## src/rtl/awgn_taus_urng_if.sv

```systemverilog
// ---------------------------------------------------------------------------
// awgn_taus_urng_if
//   Handshake bundle between the AWGN uniform generator and its user.
//   en        : advance request while running
//   seed_wr   : seed word strobe
//   seed_data : 32-bit seed word
//   u0        : 48-bit uniform sample for the log/sqrt magnitude path
//   u1        : 16-bit uniform sample for the sin/cos phase input
//   valid     : u0/u1 hold a fresh post-warm-up sample
// ---------------------------------------------------------------------------
interface awgn_taus_urng_if;
  logic        en;
  logic        seed_wr;
  logic [31:0] seed_data;
  logic [47:0] u0;
  logic [15:0] u1;
  logic        valid;

  modport master (
    output en, seed_wr, seed_data,
    input  u0, u1, valid
  );

  modport slave (
    input  en, seed_wr, seed_data,
    output u0, u1, valid
  );
endinterface

```

## src/rtl/awgn_taus_urng.sv

```systemverilog
// ---------------------------------------------------------------------------
// awgn_taus_urng
//   Two independent taus88 combined-Tausworthe generators (A and B).
//   u0 = {outA[31:0], outB[31:16]}, u1 = outB[15:0], one pair per advance.
//   Seeds are loaded six words at a time (A1..A3, B1..B3); after reset or a
//   complete seed load, WARMUP free-running advances are discarded.
// Ports:
//   clk : rising-edge clock
//   rst : asynchronous active-low reset
//   bus : slave side of awgn_taus_urng_if (en, seed_wr, seed_data, u0, u1, valid)
// ---------------------------------------------------------------------------
module awgn_taus_urng #(
  parameter int unsigned WARMUP  = 16,
  parameter logic [31:0] SEED_A1 = 32'h1234_5678,
  parameter logic [31:0] SEED_A2 = 32'h89AB_CDEF,
  parameter logic [31:0] SEED_A3 = 32'h0F0F_0F0F,
  parameter logic [31:0] SEED_B1 = 32'hDEAD_BEEF,
  parameter logic [31:0] SEED_B2 = 32'hCAFE_F00D,
  parameter logic [31:0] SEED_B3 = 32'h1357_9BDF
) (
  input  logic            clk,
  input  logic            rst,
  awgn_taus_urng_if.slave bus
);

  typedef enum logic [1:0] {
    ST_LOAD   = 2'd0,
    ST_WARMUP = 2'd1,
    ST_RUN    = 2'd2
  } state_t;

  localparam logic [7:0] WARM_LAST = 8'(WARMUP - 1);

  state_t      state;
  state_t      next_state;
  logic [2:0]  widx;
  logic [7:0]  warm_cnt;
  logic [31:0] a1, a2, a3, b1, b2, b3;
  logic [31:0] na1, na2, na3, nb1, nb2, nb3;
  logic [31:0] out_a, out_b;
  logic        advance;
  logic        seed_load;
  logic [2:0]  slot;
  logic [31:0] seed_word;

  function automatic logic [31:0] taus_s1(input logic [31:0] s);
    return ((s & 32'hFFFF_FFFE) << 12) ^ (((s << 13) ^ s) >> 19);
  endfunction

  function automatic logic [31:0] taus_s2(input logic [31:0] s);
    return ((s & 32'hFFFF_FFF8) << 4) ^ (((s << 2) ^ s) >> 25);
  endfunction

  function automatic logic [31:0] taus_s3(input logic [31:0] s);
    return ((s & 32'hFFFF_FFF0) << 17) ^ (((s << 3) ^ s) >> 11);
  endfunction

  // A seed below a component's minimum would lock that component in a
  // degenerate cycle, so it is swapped for the default seed of that slot.
  function automatic logic [31:0] legalize(input logic [2:0] idx, input logic [31:0] w);
    logic [31:0] r;
    case (idx)
      3'd0:    r = (w < 32'd2)  ? SEED_A1 : w;
      3'd1:    r = (w < 32'd8)  ? SEED_A2 : w;
      3'd2:    r = (w < 32'd16) ? SEED_A3 : w;
      3'd3:    r = (w < 32'd2)  ? SEED_B1 : w;
      3'd4:    r = (w < 32'd8)  ? SEED_B2 : w;
      3'd5:    r = (w < 32'd16) ? SEED_B3 : w;
      default: r = w;
    endcase
    return r;
  endfunction

  // Next generator state and the combined outputs taken from the new state
  always_comb begin
    na1       = taus_s1(a1);
    na2       = taus_s2(a2);
    na3       = taus_s3(a3);
    nb1       = taus_s1(b1);
    nb2       = taus_s2(b2);
    nb3       = taus_s3(b3);
    out_a     = na1 ^ na2 ^ na3;
    out_b     = nb1 ^ nb2 ^ nb3;
    seed_word = legalize(slot, bus.seed_data);
  end

  // FSM state register plus seed index and warm-up counter
  always_ff @(posedge clk or negedge rst) begin
    if (!rst) begin
      state    <= ST_WARMUP;
      widx     <= 3'd0;
      warm_cnt <= 8'd0;
    end else begin
      state <= next_state;
      if (seed_load) begin
        // A strobe outside LOAD always consumes slot 0, so the next slot is 1.
        if (state != ST_LOAD) begin
          widx <= 3'd1;
        end else if (widx >= 3'd5) begin
          widx <= 3'd0;
        end else begin
          widx <= widx + 3'd1;
        end
      end
      if (state == ST_WARMUP && advance) begin
        warm_cnt <= warm_cnt + 8'd1;
      end else if (state != ST_WARMUP) begin
        warm_cnt <= 8'd0;
      end
    end
  end

  // FSM next-state logic
  always_comb begin
    next_state = state;
    case (state)
      ST_LOAD: begin
        if (bus.seed_wr && widx >= 3'd5) begin
          next_state = ST_WARMUP;
        end else begin
          next_state = ST_LOAD;
        end
      end
      ST_WARMUP: begin
        if (bus.seed_wr) begin
          next_state = ST_LOAD;
        end else if (warm_cnt == WARM_LAST) begin
          next_state = ST_RUN;
        end else begin
          next_state = ST_WARMUP;
        end
      end
      ST_RUN: begin
        if (bus.seed_wr) begin
          next_state = ST_LOAD;
        end else begin
          next_state = ST_RUN;
        end
      end
      default: next_state = ST_WARMUP;
    endcase
  end

  // FSM outputs: generator advance and seed slot write controls
  always_comb begin
    advance   = 1'b0;
    seed_load = 1'b0;
    slot      = widx;
    case (state)
      ST_LOAD: begin
        seed_load = bus.seed_wr;
        slot      = widx;
      end
      ST_WARMUP: begin
        if (bus.seed_wr) begin
          seed_load = 1'b1;
          slot      = 3'd0;
        end else begin
          advance = 1'b1;
        end
      end
      ST_RUN: begin
        if (bus.seed_wr) begin
          seed_load = 1'b1;
          slot      = 3'd0;
        end else begin
          advance = bus.en;
        end
      end
      default: begin
        advance   = 1'b0;
        seed_load = 1'b0;
      end
    endcase
  end

  // Generator state: step on advance, otherwise accept seed words
  always_ff @(posedge clk or negedge rst) begin
    if (!rst) begin
      a1 <= SEED_A1;
      a2 <= SEED_A2;
      a3 <= SEED_A3;
      b1 <= SEED_B1;
      b2 <= SEED_B2;
      b3 <= SEED_B3;
    end else if (advance) begin
      a1 <= na1;
      a2 <= na2;
      a3 <= na3;
      b1 <= nb1;
      b2 <= nb2;
      b3 <= nb3;
    end else if (seed_load) begin
      case (slot)
        3'd0:    a1 <= seed_word;
        3'd1:    a2 <= seed_word;
        3'd2:    a3 <= seed_word;
        3'd3:    b1 <= seed_word;
        3'd4:    b2 <= seed_word;
        3'd5:    b3 <= seed_word;
        default: a1 <= a1;
      endcase
    end
  end

  // Registered sample outputs; valid only for advances made in RUN
  always_ff @(posedge clk or negedge rst) begin
    if (!rst) begin
      bus.u0    <= 48'd0;
      bus.u1    <= 16'd0;
      bus.valid <= 1'b0;
    end else begin
      bus.valid <= (state == ST_RUN) && advance;
      if (advance) begin
        bus.u0 <= {out_a, out_b[31:16]};
        bus.u1 <= out_b[15:0];
      end
    end
  end

endmodule

```

## src/flat_wrapper.sv

```systemverilog
// flat-port wrapper written by rule: the top's interface ports become plain ports
module awgn_taus_urng_flat 
#(
  parameter int unsigned WARMUP  = 16,
  parameter logic [31:0] SEED_A1 = 32'h1234_5678,
  parameter logic [31:0] SEED_A2 = 32'h89AB_CDEF,
  parameter logic [31:0] SEED_A3 = 32'h0F0F_0F0F,
  parameter logic [31:0] SEED_B1 = 32'hDEAD_BEEF,
  parameter logic [31:0] SEED_B2 = 32'hCAFE_F00D,
  parameter logic [31:0] SEED_B3 = 32'h1357_9BDF
)
  (clk, rst, bus_en, bus_seed_wr, bus_seed_data, bus_u0, bus_u1, bus_valid);
  awgn_taus_urng_if bus_i ();
  input  logic clk;
  input  logic rst;
  input wire logic [$bits(bus_i.en)-1:0] bus_en;
  input wire logic [$bits(bus_i.seed_wr)-1:0] bus_seed_wr;
  input wire logic [$bits(bus_i.seed_data)-1:0] bus_seed_data;
  output wire logic [$bits(bus_i.u0)-1:0] bus_u0;
  output wire logic [$bits(bus_i.u1)-1:0] bus_u1;
  output wire logic [$bits(bus_i.valid)-1:0] bus_valid;
  assign bus_i.en = bus_en;
  assign bus_i.seed_wr = bus_seed_wr;
  assign bus_i.seed_data = bus_seed_data;
  assign bus_u0 = bus_i.u0;
  assign bus_u1 = bus_i.u1;
  assign bus_valid = bus_i.valid;
  awgn_taus_urng #(.WARMUP(WARMUP), .SEED_A1(SEED_A1), .SEED_A2(SEED_A2), .SEED_A3(SEED_A3), .SEED_B1(SEED_B1), .SEED_B2(SEED_B2), .SEED_B3(SEED_B3)) u_core (.clk(clk), .rst(rst), .bus(bus_i));
endmodule
```

## config.mk

```make
export PLATFORM = sky130hd
export DESIGN_NAME = awgn_taus_urng_flat
export DESIGN_NICKNAME = d
export VERILOG_FILES = /design/src/rtl/awgn_taus_urng_if.sv /design/src/rtl/awgn_taus_urng.sv /design/src/flat_wrapper.sv
export SDC_FILE = /design/constraint.sdc
export NUM_CORES = 1
export LEC_CHECK = 0
export ABC_AREA = 1
export CAP_MARGIN = 10
export CORE_MARGIN = 2
export CORE_UTILIZATION = 31
export DETAILED_ROUTE_END_ITERATION = 10
export GPL_ROUTABILITY_DRIVEN = 0
export RECOVER_POWER = 100
export SLEW_MARGIN = 20
export SYNTH_ARGS = -nofsm -noshare
export SYNTH_HDL_FRONTEND = slang
export SYNTH_SLANG_ARGS = --single-unit
```

## constraint.sdc

```tcl
create_clock -name clk -period 3.5 [get_ports clk]
set_clock_uncertainty 0.05 [all_clocks]
set_input_delay 0.7 -clock clk [delete_from_list [all_inputs] [get_ports clk]]
set_output_delay 0.7 -clock clk [all_outputs]
set_load 0.005 [all_outputs]
```

==> flow_summary.ini <==
[critical_path]
cp_data_arrival_time_ps = 3690
cp-end-kind = flip-flop
start_kind = flip-flop
crit_chain = inv_1, ha_1, nand2_2, nand2_1, nor2_4, nand2_4, inv_1, nand2_1, nand2_1, o21ai_2, o21ai_1, nand2_1, o21ai_1
critPathKind = reg -> reg
path_common_cell = nand2_1
cp_slowest_stage_delay_ps = 700
path_max_fanout = 6
cp.required_ps = 3920
crit_slowest_cell = o21ai_2

[power]
peakVddDrop_mv = 0.334
pwr-share-comb = 0.476
intPower_uw = 9640
switching_share = 0.443
powerDensity_nw_per_um2 = 1050
power.share.clock = 0.176
switchingPower_uw = 7660
total_power_uw = 17300
p_leak_uw = 0.00764
p_seq_frac = 0.349

[detailed_routing]
wl_per_cell_um = 19.6
drt-vias-per-instance = 5.03
initialDrtViolationCount = 1293
routed_wl_mm = 46.2
ant_nets = 0
first_pass_iters = 5
drt_drc_violations_left = 0
num_vias = 11800

[final_layout]
syn_to_final_growth_pct = 18.0
layout_common_cells = nand2_1, inv_1, dfrtp_1
seqCellArea_sq_um = 6480
drive_above_1_share = 0.119
layout_commonest_cell = nand2_1
fill_cells = 4487
multi_input_area_sq_um = 6460
nets = 1785
n_antenna_cell = 0

[worst_hold_path]
worstHoldPathType = reg -> reg

[clock_network]
cts_hold_buf = 0
htreeDepth = 1
clk_pin_slew_ps = 60
cts_tree = built
cts_resized = 0
clock_path_buffers = 3
postCtsSetupBuffers = 0
clk_latency_ps = 570
cts.sinks = 254
numCtsBuffers = 28
cts-root-buf = clkbuf_16

[timing]
period_share = 0.934
slew_viol_final = 87
rsz0062_at_grt = no
hold_viol = 0
slew_headroom = -0.659
max_freq_ghz = 0.306
setup_viol = 0
tightestPinTransition_ps = 2490
fin_tns_setup_ps = 0
finalCriticalPeriod_ps = 3270

[global_routing]
grt_pass1_wl_mm = 70.9
antenna_found_initial = 0
grt_pass1_vias = 11600
grt_max_degree = 89
grt_overflow = 0
track_usage = 0.197

[synthesis]
avgSynthCellArea_sq_um = 8.46
yosys_warnings = 0
ys_seq_area_frac = 0.462
ys_ff_latch = 254
ys.flop_type = dfrtp_1
yosysUniqueCellTypes = 42
syn_inst = 1657
ys_async_sr_fraction = 1.00
synth_area_sq_um = 14000
synth_edf_count = 0
syn-num-nets = 1700

[place]
port_buffers = 99
hpwl_mm = 32.8

[run]
drv_cap = 1

[die]
dieHeight_um = 217
ios = 101
core_sq_um = 44400
die_width_um = 217
fp-row-count = 77
initial_core_util = 0.316
die_area_sq_um = 46900

[outcome]
status = complete, but fails checks
violations = max-capacitance violations, max-slew violations
worst max-delay path, delay by kind of cell, from the launching register on:
| kind | cells | cell delay, ps |
|---|---|---|
| compound gates | 3 | 960 |
| fa+ha+maj | 1 | 460 |
| buf+inv | 2 | 170 |
| flops | 1 | 550 |
| simple gates | 7 | 970 |
final timing paths:
path / end / cells after the start / startpoint / slack [ps]
max in group asynchronous: u_core.a2[9]$_DFFE_PN0P_ / 2 / rst / 670
hold / removal: u_core.bus.u0[30]$_DFFE_PN0P_ / 2 / u_core.bus.u0[30]$_DFFE_PN0P_ / 430
setup / recovery: u_core.b2[22]$_DFFE_PN1P_ / 13 / u_core.state[0]$_DFF_PN1_ / 230
hold reg to reg: u_core.bus.u0[30]$_DFFE_PN0P_ / 2 / u_core.bus.u0[30]$_DFFE_PN0P_ / 430
min in group asynchronous: u_core.bus.u0[45]$_DFFE_PN0P_ / 1 / rst / 820
setup reg to reg: u_core.b2[22]$_DFFE_PN1P_ / 13 / u_core.state[0]$_DFF_PN1_ / 230
power by group through the flow:
stage	clock network (uW)	logic [uW]	registers (uW)
finish	3040	8230	6030
global route	3200	8980	6180
CTS	3100	8400	6030
detailed placement	0	8350	6060
global placement	0	8250	6030
floorplan	0	5390	5580
area by class of cell:
cell class                      instances  share of cell area
Clock buffer                           45              0.0529
Clock inverter                          7             0.00431
Inverter                              176              0.0399
Multi-Input combinational cell       1150               0.391
Sequential cell                       254               0.392
Tap cell                              592              0.0448
Timing Repair Buffer                  132              0.0756
routing by layer:
layer	part of all wire	GRT usage
met5	0	0
met4	0.034	0.0683
met3	0.089	0.0362
met2	0.43	0.290
met1	0.45	0.287
cells by family (layout without fill, tap and decap cells):
family / after synthesis / count (layout) / synth area share
compound gates: 306 / 306 / 0.133
xor+xnor: 211 / 211 / 0.132
fa+ha+maj: 7 / 7 / 0.00625
buf+inv: 253 / 360 / 0.0737
flops: 254 / 254 / 0.462
simple gates: 626 / 626 / 0.193
synthesized netlist by cell type (4+ instances only):
cell,number,share of area
nand2_1,406,0.11
dfrtp_1,156,0.28
inv_1,153,0.041
xor2_1,137,0.086
o21ai_0,131,0.047
nand3_1,125,0.045
dfstp_2,98,0.18
xnor2_1,74,0.046
nor2_1,50,0.013
buf_2,47,0.017
o21bai_1,45,0.024
o22ai_1,34,0.015
o21ai_1,24,0.0086
clkbuf_1,23,0.0062
inv_2,22,0.0059
o211ai_1,22,0.012
a31oi_1,18,0.0080
nand2_2,11,0.0049
a21oi_1,8,0.0029
a22o_1,8,0.0050
nor2_4,8,0.0064
ha_1,7,0.0062
buf_4,6,0.0032
nand3b_1,6,0.0032
o221ai_1,6,0.0037
nand4_1,5,0.0022
o21ai_2,5,0.0031
nor2_2,4,0.0018
state kept, by name, summed over array words and instances (netlist names):
name and cells:
u_core.a1 31, u_core.a2 29, u_core.a3 28, u_core.b1 31
u_core.b2 29, u_core.b3 28, u_core.bus.u0 48, u_core.bus.u1 16
u_core.bus.valid 1, u_core.state 2, u_core.warm_cnt 8, u_core.widx 3
stage by stage:
step	worst slack, ps	hold slack, ps	instances	util	cell area (sq um)
final	231	427	2356	0.372	16500
after CTS	466	137	2356	0.375	16700
after global routing	141	447	2356	0.372	16500
after floorplan	1280	354	1657	-	14000
after detailed placement	283	423	2304	0.354	15700
after global placement	332	414	2304	0.354	15700
No activity file was read; power rests on OpenSTA's default activity.
==> variant: new RTL, same settings <==
`WARMUP` is set to 16 in 2 places; all go to 12.
--- a/src/rtl/awgn_taus_urng.sv
+++ b/src/rtl/awgn_taus_urng.sv
@@ -10,7 +10,7 @@
 //   bus : slave side of awgn_taus_urng_if (en, seed_wr, seed_data, u0, u1, valid)
 // ---------------------------------------------------------------------------
 module awgn_taus_urng #(
-  parameter int unsigned WARMUP  = 16,
+  parameter int unsigned WARMUP  = 12,
   parameter logic [31:0] SEED_A1 = 32'h1234_5678,
   parameter logic [31:0] SEED_A2 = 32'h89AB_CDEF,
   parameter logic [31:0] SEED_A3 = 32'h0F0F_0F0F,
--- a/src/flat_wrapper.sv
+++ b/src/flat_wrapper.sv
@@ -1,7 +1,7 @@
 // flat-port wrapper written by rule: the top's interface ports become plain ports
 module awgn_taus_urng_flat 
 #(
-  parameter int unsigned WARMUP  = 16,
+  parameter int unsigned WARMUP  = 12,
   parameter logic [31:0] SEED_A1 = 32'h1234_5678,
   parameter logic [31:0] SEED_A2 = 32'h89AB_CDEF,
   parameter logic [31:0] SEED_A3 = 32'h0F0F_0F0F,
Formal check against the unedited RTL: no difference found for any inputs over 4 cycles, from zero or initial values and one cycle with rst low; that may be too few to reach the edited logic, so the function may still have changed.
==> variant against the original RTL <==
Largest cell class is now multi-input combinational cells. Power down 0.28%. Final cell count up 0.42%. Worst hold slack about the same. Area after synthesis up 0.32%. Setup slack better by 130 ps. Count of clock-buffer cells in the layout down 3. Global-route usage down 0.45 points. Critical path type unchanged. Cell area up 0.17%. Routed wire length down 2.2%. The flow still finishes with violations (max-capacitance violations, max-slew violations). Critical endpoint is now u_core.b1[25]$_DFFE_PN1P_. Sequential cell count unchanged.
==> variant: results (changes against the original RTL) <==
number of global-route vias before repair: 11461 (-1.1%)
crit path max-delay cell type: dfstp_1
layout cells sized above 1: 12.6% (+0.67 points)
DR WL met2: 19.2 mm (-2.3%)
Fillers: 4630 (+3.2%)
synth unique cells: 43 (+2.4%)
largest net degree at the start of global routing: 128 (+44%)
outcome: finished with violations
reg-to-reg endpoint: u_core.b1[25]$_DFFE_PN1P_
htree depth: 1 (unchanged)
grt met2 use: 28.1% (-0.86 points)
largest stage delay on the critical path: 550 ps (-150 ps)
DP Cell Count: 2313 (+0.39%)
WHS Endpoint: u_core.bus.u0[43]$_DFFE_PN0P_
Hold WS: 426 ps (-0.0950 ps)
placed instance area: 15700 um^2 (-0.11%)
Mapped Nets: 1707 (+0.41%)
P&R area growth vs syn: 17.8%
Post-Synth XOR/XNOR Area: 13.1% (-0.10 points)
Slew HR: -24.6% (+41 points)
DP Wirelength: 32.5 mm (-0.77%)
First-pass DRT Iterations: 5 (unchanged)
via count: 11813 (-0.24%)
NumNets Final: 1786 (+0.056%)
wire length on met3: 4.05 mm (-1.1%)
Compound-Gate Fraction of Synth Area: 12.6% (-0.69 points)
Max IR drop VDD: 0.482 mV (+44%)
grt met3 use: 3.84% (+0.22 points)
Placement Setup Slack: 256 ps (-27.3 ps)
Final Slew Violations: 68 (-22%)
failing checks: max-capacitance violations, max-slew violations
leakage power: 7.66 nW (+0.25%)
first-pass GRT wire length: 69.6 mm (-1.8%)
Synth top cells by count: nand2_1 (429), dfrtp_1 (156), inv_1 (147)
initial detailed-routing violation count: 1299 (+0.46%)
GR Util All Layers: 19.2% (-0.45 points)
adder-cell area share of the yosys netlist: 0.623% (-0.0020 points)
sequential area share after synthesis: 46.1% (-0.15 points)
GRT met1 Usage: 28.3% (-0.42 points)
Synth Area per Inst: 8.45 um^2 (-0.10%)
Area contributors post-synth: dfrtp_1 (28%), dfstp_2 (18%), nand2_1 (11%)
number of maximum-capacitance violations: 1 (unchanged)
Post-Route M1 WL: 20.6 mm (-1.0%)
WL/cell: 19.1 um (-2.6%)
HP Start: u_core.bus.u0[43]$_DFFE_PN0P_
Detailed Route WL: 45.2 mm (-2.2%)
variant: changes by cell type after synthesis, moves of 6 or more:
cell / delta
nand3_1: +13
inv_1: -6
o21ai_1: -7
buf_6: +7
nand2_1: +23
o21bai_1: -6
inv_2: -8
variant: power breakdown:
| group | internal, mW | total [mW] | switching, mW | leakage [nW] |
|---|---|---|---|---|
| combinational | 3.22 | 8.10 | 4.88 | 4.15 |
| clock | 1.85 | 3.08 | 1.23 | 0.487 |
| sequential | 4.65 | 6.07 | 1.41 | 3.02 |
variant: layout make-up:
| cell class | count | share of cell area (%) |
|---|---|---|
| diodes | 1 | 0.0151 |
| clock buffers | 42 | 5.22 |
| clock inverters | 10 | 0.627 |
| inverters | 161 | 3.66 |
| multi-input cells | 1167 | 39.3 |
| flip-flops and latches | 254 | 39.1 |
| well taps | 600 | 4.53 |
| repair buffers | 131 | 7.51 |
variant: worst max path at each step:
stage | start | to | slack, ps | cells after the start
4_1_cts | u_core.state[0]$_DFF_PN1_ | u_core.a2[13]$_DFFE_PN0P_ | 460 | 9
5_1_grt | u_core.state[0]$_DFF_PN1_ | u_core.a2[18]$_DFFE_PN0P_ | 140 | 8
2_1_floorplan | u_core.state[0]$_DFF_PN1_ | u_core.b3[27]$_DFFE_PN0P_ | 1220 | 12
3_5_place_dp | bus_seed_wr | u_core.b3[13]$_DFFE_PN0P_ | 260 | 8
3_3_place_gp | bus_seed_data[27] | u_core.a2[13]$_DFFE_PN0P_ | 350 | 10
6_report | u_core.state[0]$_DFF_PN1_ | u_core.b1[25]$_DFFE_PN1P_ | 360 | 13
variant: critical path, delay by kind of cell (launching register included):
kind	cells	cell delay (ps)
adder cells (fa/ha/maj)	1	380
buffers and inverters	4	570
flip-flops	1	550
AO/OA/AOI/OAI	2	280
AND/OR/NAND/NOR	6	1210
